**src/rtl/apb_pkg.sv**
```systemverilog
// Shared types and default widths for the APB master arbiter and its helpers.
package apb_pkg;

    localparam int APB_ADDR_W = 32;
    localparam int APB_DATA_W = 32;

    typedef enum logic [1:0] {
        IDLE,
        SETUP,
        ACCESS
    } apb_state_e;

    typedef struct packed {
        logic                  write;
        logic [APB_ADDR_W-1:0] addr;
        logic [APB_DATA_W-1:0] wdata;
    } apb_req_t;

endpackage

```
**src/rtl/rr_arbiter.sv**
```systemverilog
// Round-robin arbiter: one-hot grant searched upward from a rotating pointer.
module rr_arbiter #(
    parameter int N = 4
) (
    input  logic         clk,
    input  logic         rst,
    input  logic [N-1:0] req,
    input  logic         advance,
    output logic [N-1:0] grant
);

    localparam int PW = (N > 1) ? $clog2(N) : 1;

    logic [PW-1:0] ptr_q, ptr_d;
    logic [PW:0]   sum;
    logic [PW-1:0] idx;
    logic          found;

    always_comb begin
        grant = '0;
        ptr_d = ptr_q;
        found = 1'b0;
        sum   = '0;
        idx   = '0;
        for (int i = 0; i < N; i++) begin
            sum = {1'b0, ptr_q} + (PW+1)'(i);
            if (sum >= (PW+1)'(N)) begin
                sum = sum - (PW+1)'(N);
            end
            idx = sum[PW-1:0];
            if (!found && req[idx]) begin
                found      = 1'b1;
                grant[idx] = 1'b1;
                // The winner drops to lowest priority for the next round.
                ptr_d = (idx == PW'(N-1)) ? '0 : idx + PW'(1);
            end
        end
        if (!advance || !found) begin
            ptr_d = ptr_q;
        end
    end

    always_ff @(posedge clk) begin
        if (rst) begin
            ptr_q <= '0;
        end else begin
            ptr_q <= ptr_d;
        end
    end

endmodule

```
**src/rtl/apb_master_arbiter.sv**
```systemverilog
// Shares one APB master port between NUM_REQ requesters with round-robin
// arbitration, a registered IDLE/SETUP/ACCESS FSM and a wait-state watchdog.
module apb_master_arbiter
    import apb_pkg::*;
#(
    parameter int NUM_REQ = 4,
    parameter int ADDR_W  = APB_ADDR_W,
    parameter int DATA_W  = APB_DATA_W,
    parameter int TIMEOUT = 16
) (
    input  logic                      PCLK,
    input  logic                      PRESET,
    input  logic [NUM_REQ-1:0]        req_valid,
    input  logic [NUM_REQ-1:0]        req_write,
    input  logic [NUM_REQ*ADDR_W-1:0] req_addr,
    input  logic [NUM_REQ*DATA_W-1:0] req_wdata,
    output logic [NUM_REQ-1:0]        req_ready,
    output logic [NUM_REQ-1:0]        rsp_valid,
    output logic [DATA_W-1:0]         rsp_rdata,
    output logic                      rsp_err,
    output logic                      rsp_timeout,
    output logic                      PSEL,
    output logic                      PENABLE,
    output logic                      PWRITE,
    output logic [ADDR_W-1:0]         PADDR,
    output logic [DATA_W-1:0]         PWDATA,
    input  logic [DATA_W-1:0]         PRDATA,
    input  logic                      PREADY,
    input  logic                      PSLVERR
);

    localparam int GW = $clog2(NUM_REQ);
    localparam int WW = $clog2(TIMEOUT);

    apb_state_e          state_q, state_d;
    logic                psel_q, psel_d, penable_q, penable_d, pwrite_q, pwrite_d;
    logic [ADDR_W-1:0]   paddr_q, paddr_d;
    logic [DATA_W-1:0]   pwdata_q, pwdata_d;
    logic [GW-1:0]       gidx_q, gidx_d;
    logic [WW-1:0]       wd_q, wd_d;
    logic [NUM_REQ-1:0]  rsp_valid_q, rsp_valid_d;
    logic [DATA_W-1:0]   rsp_rdata_q, rsp_rdata_d;
    logic                rsp_err_q, rsp_err_d, rsp_timeout_q, rsp_timeout_d;

    logic [NUM_REQ-1:0]  arb_req, grant;
    logic                advance;
    logic [GW-1:0]       gsel;
    logic                sel_write;
    logic [ADDR_W-1:0]   sel_addr;
    logic [DATA_W-1:0]   sel_wdata;

    // Arbitration only runs in IDLE, so the requester being served is ignored.
    always_comb begin
        arb_req   = (state_q == IDLE) ? req_valid : '0;
        advance   = (state_q == IDLE) && (|req_valid) && !PRESET;
        req_ready = ((state_q == IDLE) && !PRESET) ? grant : '0;
    end

    rr_arbiter #(.N(NUM_REQ)) u_arb (
        .clk     (PCLK),
        .rst     (PRESET),
        .req     (arb_req),
        .advance (advance),
        .grant   (grant)
    );

    always_comb begin
        gsel      = '0;
        sel_write = 1'b0;
        sel_addr  = '0;
        sel_wdata = '0;
        for (int i = 0; i < NUM_REQ; i++) begin
            if (grant[i]) begin
                gsel      = GW'(i);
                sel_write = req_write[i];
                sel_addr  = req_addr[i*ADDR_W +: ADDR_W];
                sel_wdata = req_wdata[i*DATA_W +: DATA_W];
            end
        end
    end

    always_comb begin
        state_d       = state_q;
        psel_d        = psel_q;
        penable_d     = penable_q;
        pwrite_d      = pwrite_q;
        paddr_d       = paddr_q;
        pwdata_d      = pwdata_q;
        gidx_d        = gidx_q;
        wd_d          = wd_q;
        rsp_valid_d   = '0;
        rsp_rdata_d   = '0;
        rsp_err_d     = 1'b0;
        rsp_timeout_d = 1'b0;
        case (state_q)
            IDLE: begin
                psel_d    = 1'b0;
                penable_d = 1'b0;
                if (|grant) begin
                    state_d  = SETUP;
                    psel_d   = 1'b1;
                    pwrite_d = sel_write;
                    paddr_d  = sel_addr;
                    pwdata_d = sel_wdata;
                    gidx_d   = gsel;
                end
            end
            SETUP: begin
                state_d   = ACCESS;
                penable_d = 1'b1;
                wd_d      = '0;
            end
            ACCESS: begin
                // A late PREADY on the final watchdog cycle still completes normally.
                if (PREADY) begin
                    state_d     = IDLE;
                    psel_d      = 1'b0;
                    penable_d   = 1'b0;
                    rsp_valid_d = NUM_REQ'(1) << gidx_q;
                    rsp_rdata_d = pwrite_q ? '0 : PRDATA;
                    rsp_err_d   = PSLVERR;
                end else if (wd_q == WW'(TIMEOUT-1)) begin
                    state_d       = IDLE;
                    psel_d        = 1'b0;
                    penable_d     = 1'b0;
                    rsp_valid_d   = NUM_REQ'(1) << gidx_q;
                    rsp_err_d     = 1'b1;
                    rsp_timeout_d = 1'b1;
                end else begin
                    wd_d = wd_q + WW'(1);
                end
            end
            default: state_d = IDLE;
        endcase
    end

    always_ff @(posedge PCLK) begin
        if (PRESET) begin
            state_q       <= IDLE;
            psel_q        <= 1'b0;
            penable_q     <= 1'b0;
            pwrite_q      <= 1'b0;
            paddr_q       <= '0;
            pwdata_q      <= '0;
            gidx_q        <= '0;
            wd_q          <= '0;
            rsp_valid_q   <= '0;
            rsp_rdata_q   <= '0;
            rsp_err_q     <= 1'b0;
            rsp_timeout_q <= 1'b0;
        end else begin
            state_q       <= state_d;
            psel_q        <= psel_d;
            penable_q     <= penable_d;
            pwrite_q      <= pwrite_d;
            paddr_q       <= paddr_d;
            pwdata_q      <= pwdata_d;
            gidx_q        <= gidx_d;
            wd_q          <= wd_d;
            rsp_valid_q   <= rsp_valid_d;
            rsp_rdata_q   <= rsp_rdata_d;
            rsp_err_q     <= rsp_err_d;
            rsp_timeout_q <= rsp_timeout_d;
        end
    end

    assign PSEL        = psel_q;
    assign PENABLE     = penable_q;
    assign PWRITE      = pwrite_q;
    assign PADDR       = paddr_q;
    assign PWDATA      = pwdata_q;
    assign rsp_valid   = rsp_valid_q;
    assign rsp_rdata   = rsp_rdata_q;
    assign rsp_err     = rsp_err_q;
    assign rsp_timeout = rsp_timeout_q;

endmodule

```
**config.mk**
```make
export PLATFORM = sky130hd
export DESIGN_NAME = apb_master_arbiter
export DESIGN_NICKNAME = d
export VERILOG_FILES = /design/src/rtl/apb_pkg.sv /design/src/rtl/rr_arbiter.sv /design/src/rtl/apb_master_arbiter.sv
export SDC_FILE = /design/constraint.sdc
export NUM_CORES = 1
export LEC_CHECK = 0
export ABC_AREA = 1
export CELL_PAD_IN_SITES_DETAIL_PLACEMENT = 2
export CELL_PAD_IN_SITES_GLOBAL_PLACEMENT = 2
export CORE_MARGIN = 4
export CORE_UTILIZATION = 16
export CTS_CLUSTER_SIZE = 20
export DETAILED_ROUTE_END_ITERATION = 7
export PLACE_DENSITY = 0.74
export SETUP_SLACK_MARGIN = 0.3
export SLEW_MARGIN = 20
export SYNTH_ARGS = -nofsm -noshare
export SYNTH_HDL_FRONTEND = slang
export SYNTH_SLANG_ARGS = --single-unit
```
**constraint.sdc**
```tcl
create_clock -name PCLK -period 2.75 [get_ports PCLK]
set_clock_uncertainty 0.1 [all_clocks]
set_input_delay 0.55 -clock PCLK [delete_from_list [all_inputs] [get_ports PCLK]]
set_output_delay 0.55 -clock PCLK [all_outputs]
set_load 0.02 [all_outputs]
```
==> results of run 1 <==
cell families (layout without fill, tap and decap cells):
group | Yosys count | in the layout | synth area share (%)
AND/OR/NAND/NOR | 609 | 610 | 41.2
buffers and inverters | 156 | 607 | 10.5
AO/OA/AOI/OAI | 149 | 149 | 11.5
flip-flops | 115 | 115 | 35.1
adder cells (fa/ha/maj) | 9 | 9 | 1.72
area by class of cell:
class                           count  area (um^2)
Clock buffer                       21          450
Clock inverter                     11          128
Fill cell                        4627        27100
Inverter                           86          339
Multi-Input combinational cell    768         4040
Sequential cell                   115         2310
Tap cell                          525          657
Timing Repair Buffer              489         5040
worst min path at each step:
| stage | startpoint | endpoint | slack (ns) |
|---|---|---|---|
| 6_report | PWDATA[24] | PWDATA[24] | 0.36 |
| 5_1_grt | PWDATA[18] | PWDATA[18] | 0.39 |
| 4_1_cts | PWDATA[5] | PWDATA[5] | 0.37 |
| 3_5_place_dp | PWDATA[21] | PWDATA[21] | 0.36 |
| 3_3_place_gp | PADDR[6] | PADDR[6] | 0.35 |
| 2_1_floorplan | gidx_q[0] | rsp_valid[2] | 0.34 |
power by group:
part | total (W) | internal [W] | switching [W]
Sequential | 0.00233 | 0.00212 | 0.000209
Combinational | 0.0131 | 0.00531 | 0.00775
Clock | 0.00227 | 0.00136 | 0.000906
Total | 0.0177 | 0.00879 | 0.00887
layer usage:
metal	up-vias	global-route usage, %	routed length, um
met2	297	30.7	20100
li1	4243	-	-
met4	6	4.96	606
met3	34	6.91	3470
met5	-	0	35
met1	4138	20.0	16600
cell usage after synthesis:
master,n,area share [%]
inv_2,1,0.057
nor3_1,5,0.38
nand2_1,205,12
nor2_8,1,0.31
clkinv_2,1,0.076
nor2_4,1,0.17
buf_4,11,1.3
buf_6,3,0.51
and3_1,2,0.19
a21oi_1,101,7.7
nand3_1,192,15
nor2_2,4,0.38
clkinv_1,1,0.057
nor4_1,2,0.19
o31ai_1,1,0.11
nor2_1,159,9.1
nand3_2,4,0.61
dfxtp_1,115,35
ha_1,9,1.7
nand2_2,3,0.29
buf_1,4,0.23
o211ai_1,2,0.23
nand2_4,2,0.34
nand4_1,2,0.19
or2_2,26,2.5
o21ai_0,44,3.4
clkbuf_1,23,1.3
a211oi_1,1,0.11
inv_1,83,4.7
buf_2,29,2.2
nand4_2,1,0.19
worst reg2reg max path: stages (launching register included):
cell	delay, ns
dfxtp_2	0.33
nor2_4	0.12
buf_12	0.14
buf_8	0.14
nand3_4	0.07
nand2_2	0.10
nand2_2	0.07
nand2_4	0.09
nand4_4	0.15
inv_2	0.11
nand2_2	0.06
nand2_4	0.10
buf_8	0.25
nor2_8	0.06
nand2_4	0.11
clkinv_2	0.11
buf_4	0.16
nor2_1	0.12
nand3_1	0.08
nand2_1	0.07
inv_1	0.04
flip-flops by register name, summed over array words and instances, names as in the netlist, 2 cells and up:
name / flops
rsp_rdata: 32
rsp_valid: 4
PWDATA: 32
PADDR: 32
gidx_q: 2
state_q: 2
wd_q: 4
u_arb.ptr_q: 2
layout by cell type, fill, tap and decap left out, types with 3 or more instances in the layout:
master and n:
buf_16 5, nand2_4 12, nor3_1 5, nor2_1 137, inv_1 78, nand3_4 11, buf_6 15, inv_2 3
o21ai_1 3, buf_4 48, or2_2 26, buf_12 11, clkbuf_16 20, clkdlybuf4s50_1 399, clkbuf_1 3, ha_1 8
nand2_1 184, dfxtp_1 111, nor2_4 10, a21oi_1 86, a21oi_2 14, dlygate4sd2_1 4, nand3_1 177, nand3_2 8
nor2_2 17, inv_6 4, inv_4 3, nand2_2 14, buf_8 3, clkinvlp_4 4, dfxtp_2 3, o21ai_0 41
timing repair:
action | 4_1_cts | 5_1_grt
hold endpoints to repair | 0 | 0
resized for setup | 86 | 74
setup buffers | 12 | 5
pin swaps | 25 | 22
endpoints found under the setup margin | 73 | 73
gates cloned | 2 | 3
metrics by stage:
stage / instance area [um^2] / hold slack, ns / utilization (%)
2_1_floorplan: 6620 / 0.342 / -
3_3_place_gp: 11600 / 0.352 / 28.9
3_5_place_dp: 11600 / 0.362 / 28.9
4_1_cts: 12600 / 0.372 / 31.3
5_1_grt: 13000 / 0.387 / 32.3
6_report: 13000 / 0.364 / 32.3
==> reports/results.txt, run 1 <==
Status: complete, but fails checks
Violated checks: setup timing
Tmin final: 2.82 ns
Detailed Route Iter0 Violations: 267
Final setup margin: -0.0733 ns
Required time of the critical path: 2.10 ns
Width of the die: 210 um
Routed wire per std cell: 20.3 um
Post-detailed-placement half-perimeter wirelength: 30.3 mm
Worst R2R Start: state_q[1]
Synthesized instance count: 1038
Syn Std Cell Area: 6560 um^2
Full die area: 44300 um^2
Drt first pass iters: 4
Standby leakage power: 5.23 nW
Placed Cells: 1961
CP max stage delay: 0.33 ns
Tightest Hold Check Type: flop to flop
Count of input and output buffers: 408
Final total power: 0.0177 W
Logic depth of the worst register-to-register path: 20
Max rail drop VDD: 0.000659 V
Worst path cell trace: nor2_4 -> buf_12 -> buf_8 -> nand3_4 -> nand2_2 -> nand2_2 -> nand2_4 -> nand4_4 -> inv_2 -> nand2_2 -> nand2_4 -> inv_4 -> nor2_4 -> buf_6
H-tree levels: 4
Startpoint type of the worst setup path: flop
Ratio of cells with drive above 1 in the final layout: 16.4%
Clock tree from TritonCTS: yes
Nature of the critical path endpoint: output pin
Core area: 40100 um^2
Synthesis Warnings: 0
Kind of critical path: flop to output pin
Worst-Margin Slew: 0.518 ns
Die H: 210 um
Final max-slew violation count: 0
Peak clock frequency supported by timing: 0.354 GHz
Initial antenna violation count: 3
Standard-cell rows: 73
Logic depth of the worst path, buffers included: 14
Final Hold Vio Count: 0
Diode count: 0
Number of top-level pins: 409
Cell chosen for the clock root: clkbuf_16
Detailed-route via count: 8718
Synth cell types: 31
Delay-heaviest family, CP: simple AND/OR/NAND/NOR gates
First-pass GRT wire length: 59.5 mm
Most common cell on crit path: nand2_2
Detail-routed via count per cell: 4.33
Initial cell density of the core: 16.4%
Worst path bufs/invs: 5
Cell depth of the worst min-delay path: 2
Maximum number of pins on one net before global-route repair: 69
Syn-to-layout area delta: 97.6%
Number of cells in the finished layout apart from fillers: 2015
R2r endpoint: PADDR[14]
Clock Pin Slew Worst Setup and Hold Paths: 0.06 ns
Post-synthesis net count: 1347
Number of global-route vias before repair: 9567
Total number of nets in the final design: 1786
RSZ-0062 raised after global routing: yes
Critical Path Slowest Stage Cell: dfxtp_2
Count of hold buffers inserted by post-cts repair: 0
Worst slack, placed: -0.749 ns
Count of maximum capacitance violations: 0
Setup Viol. Count Final: 4
# DRC: 0
Post-route ant nets: 0
Number of clock sinks seen by CTS: 115
Sequential fraction of the synthesis area: 35.1%
Worst-case register-to-register setup slack: 0.07 ns
Crit path max fanout: 6
Final weighted congestion of routability-driven global placement: 0.844
Crit path arrival time: 2.17 ns
Mean cell area of the mapped netlist: 6.32 um^2
Number of buffers inserted during clock tree synthesis: 17
Last element of the critical path: req_ready[3]
Crit path from: state_q[1]
Final Cycle Share: 103%
Final WL: 40.9 mm
Worst-Skew Late Latency: 0.45 ns
Setup TNS after final layout: -0.177 ns
Clk buf depth: 2
Overall routing resource usage: 17.6%
Seq cells post-synth: 115
Max-Slew Margin vs Limit: 65.5%
Power density of the placed cells: 1360 nW/um^2
Remaining Overflow, GRT: 0
(Power assumes the default switching activity.)
==> inputs of run 2 (changes only) <==
- CTS_BUF_LIST: default -> sky130_fd_sc_hd__clkbuf_2
- SYNTH_HIERARCHICAL: default -> 1
==> run 2 against run 1 <==
Against the previous run: the flow still finishes with violations (setup timing); fmax down 21%; cell area increased by 10%; register-to-register slack lost 0.90 ns; non-clock buffer count rose by 71; synthesized cell count rose by 23%; setup slack got worse by 0.76 ns; utilization down 0.20 points; hold slack got worse by 0.23 ns; sequential share of layout area is 1.7 points lower; critical path type is now flop to flop; largest cell class unchanged.
==> reports/results.txt, run 2 <==
Status: complete, but fails checks
Violated checks: setup timing
Total met2 wirelength after detailed routing: 25.6 mm
R2r endpoint: u_arb/ptr_q[0]
Final weighted congestion of routability-driven global placement: 0.763
Number of buffers inserted during clock tree synthesis: 17
Leading register cell type out of synthesis: dfxtp_1
Max-Slew Margin vs Limit: 31.9%
# DRC: 0
Routed wire per std cell: 20.6 um
Total number of nets in the final design: 2085
CP max stage delay: 0.40 ns
Initial cell density of the core: 16.3%
Synth area leader: dfxtp_1
Post-detailed-placement half-perimeter wirelength: 32.1 mm
Ratio of cells with drive above 1 in the final layout: 17.5%
Fraction of synthesized cell area taken by the top area cell type: 31.9%
Highest Signal Layer: met5
Most common cell after layout, fill and taps aside: nand2_1
Count of maximum capacitance violations: 0
Tightest Hold Check Type: primary input to flop
Setup TNS after final layout: -50.99 ns
Full die area: 48600 um^2
Detail-routed via count per cell: 4.31
Number of filler instances in the final layout: 5308
Post-route ant nets: 0
Die H: 220 um
Drt first pass iters: 4
Maximum number of pins on one net before global-route repair: 71
Most common cell on crit path: buf_4
Area of all placed cells without fillers: 14300 um^2
Seq cells post-synth: 115
Synth cell types: 27
Clk buf depth: 2
Crit path arrival time: 4.32 ns
Synthesized instance count: 1279
Worst-case register-to-register setup slack: -0.83 ns
Final Cycle Share: 130%
Footprint of the multi-input gates: 4680 um^2
Cell chosen for the clock root: clkbuf_2
Final WL: 49.3 mm
Initial antenna violation count: 8
Most numerous cell types in the synthesized netlist: nand2_1 (498), nor2_1 (185), nand3_1 (152), inv_1 (123), dfxtp_1 (115)
Kind of critical path: flop to flop
Number of clock sinks seen by CTS: 115
First-pass GRT wire length: 71.1 mm
Dominant cells by area after synthesis: dfxtp_1 (32%), nand2_1 (26%), nand3_1 (11%)
Most instantiated library cell after synthesis: nand2_1
Worst-Skew Late Latency: 0.91 ns
Commonest cells after routing, fill and taps aside: nand2_1 (452), clkdlybuf4s50_1 (299), nor2_1 (164)
Flip-flop and latch area: 2310 um^2
Mean cell area of the mapped netlist: 5.64 um^2
Tmin final: 3.58 ns
Number of enable flip-flop cells after synthesis: 0
Core area: 44400 um^2
H-tree levels: 4
Clock Pin Slew Worst Setup and Hold Paths: 0.26 ns
Count of input and output buffers: 408
Standard-cell rows: 77
Crit path max fanout: 5
Sequential fraction of the synthesis area: 31.9%
Number of top-level pins: 409
Syn-to-layout area delta: 97.6%
Hold path startpoint: PSLVERR
Last element of the critical path: u_arb/ptr_q[0]
Crit path from: state_q[1]
Detailed Route Iter0 Violations: 325
Util after Layout: 32.1%
Worst R2R Start: state_q[1]
Synthesis Warnings: 6
Syn Std Cell Area: 7220 um^2
Final setup margin: -0.834 ns
Async set-reset flop share out of synthesis: 0%
Nature of the critical path endpoint: flop
Clock tree from TritonCTS: yes
Worst-Margin Slew: 1.02 ns
Final max-slew violation count: 0
Width of the die: 220 um
Overall routing resource usage: 19.5%
Final Hold Vio Count: 0
Detailed-route via count: 10300
Instance area at placement: 12400 um^2
Peak clock frequency supported by timing: 0.279 GHz
Wire length on met3: 2.73 mm
Post-synthesis net count: 1586
Remaining Overflow, GRT: 0
Startpoint type of the worst setup path: flop
Number of global-route vias before repair: 11600
Wire length on met1: 19.4 mm
RSZ-0062 raised after global routing: yes
Logic depth of the worst register-to-register path: 25
Critical Path Slowest Stage Cell: dfxtp_2
Setup Viol. Count Final: 74
Required time of the critical path: 3.49 ns
-- run 2: cell count changes after synthesis, sizes merged, moves of 25 or more --
cell and delta:
nand2 +294, nor2 +25, inv +45, or2 -26
nand3 -41, o21ai -35, a21oi -25
-- run 2: worst max-delay path: cells and delay by family (launching register included) --
family,cells,cell delay (ns)
buffers and inverters,14,1.67
flip-flops,1,0.40
AO/OA/AOI/OAI,1,0.10
AND/OR/NAND/NOR,10,1.23
-- run 2: repair_timing --
item                       CTS  global route
pin swaps                   32             8
setup endpoints to repair  178            90
setup buffers               40            12
hold buffers                31             0
resized for setup          289            28
gates cloned                12             1
hold endpoints to repair    31             0
-- run 2: metal layers --
| layer | up-vias | GRT usage, % |
|---|---|---|
| met3 | 70 | 4.92 |
| met4 | 4 | 7.60 |
| met1 | 5062 | 21.5 |
| met5 | - | 0 |
| li1 | 4939 | - |
| met2 | 261 | 35.7 |
-- run 2: cells by family (layout without fill, tap and decap cells) --
group / Yosys count / in the layout / synth area share (%)
buffers and inverters: 210 / 721 / 12.1
AOI/OAI and AO/OA: 88 / 88 / 6.22
other: 0 / 15 / 0
DFF: 115 / 115 / 31.9
and+or+nand+nor: 859 / 860 / 48.6
adders and majority gates: 7 / 7 / 1.21
-- run 2: final cells by class --
| class | count | share of cell area, % |
|---|---|---|
| timing repair buffer | 560 | 40.5 |
| tap | 592 | 5.19 |
| antenna | 15 | 0.263 |
| inverter | 129 | 3.50 |
| clock inverter | 15 | 0.965 |
| sequential | 115 | 16.2 |
| multi-input combinational | 955 | 32.8 |
| clock buffer | 17 | 0.596 |
-- run 2: worst min-delay path by stage --
| stage | depth (start not counted) | slack [ns] | endpoint |
|---|---|---|---|
| 4_1_cts | 3 | 0.002 | rsp_err |
| 2_1_floorplan | 1 | 0.32 | rsp_valid[2] |
| 3_5_place_dp | 1 | 0.36 | rsp_valid[2] |
| 3_3_place_gp | 1 | 0.34 | rsp_valid[2] |
| 6_report | 3 | 0.14 | rsp_err |
| 5_1_grt | 2 | 0.01 | rsp_timeout |
-- run 2: stage by stage --
step / std cells / setup WS [ns] / hold WS (ns)
after global placement: 2254 / -0.651 / 0.338
final: 2398 / -0.834 / 0.137
after global routing: 2390 / -0.968 / 0.0117
after floorplan: 1279 / -0.0116 / 0.323
after CTS: 2369 / -0.700 / 0.00191
after detailed placement: 2254 / -0.851 / 0.358
Power of run 2 is not shown: default switching activity piles up to over one toggle a cycle in this logic, so the estimate is an artifact.
==> inputs of run 3 (changes only) <==
- ABC_CLOCK_PERIOD_IN_PS: default -> 2750
==> results of run 3 <==
The final DEF is identical to that of run 2; final timing and power are the same.
Power of run 3 is left out for the same reason.
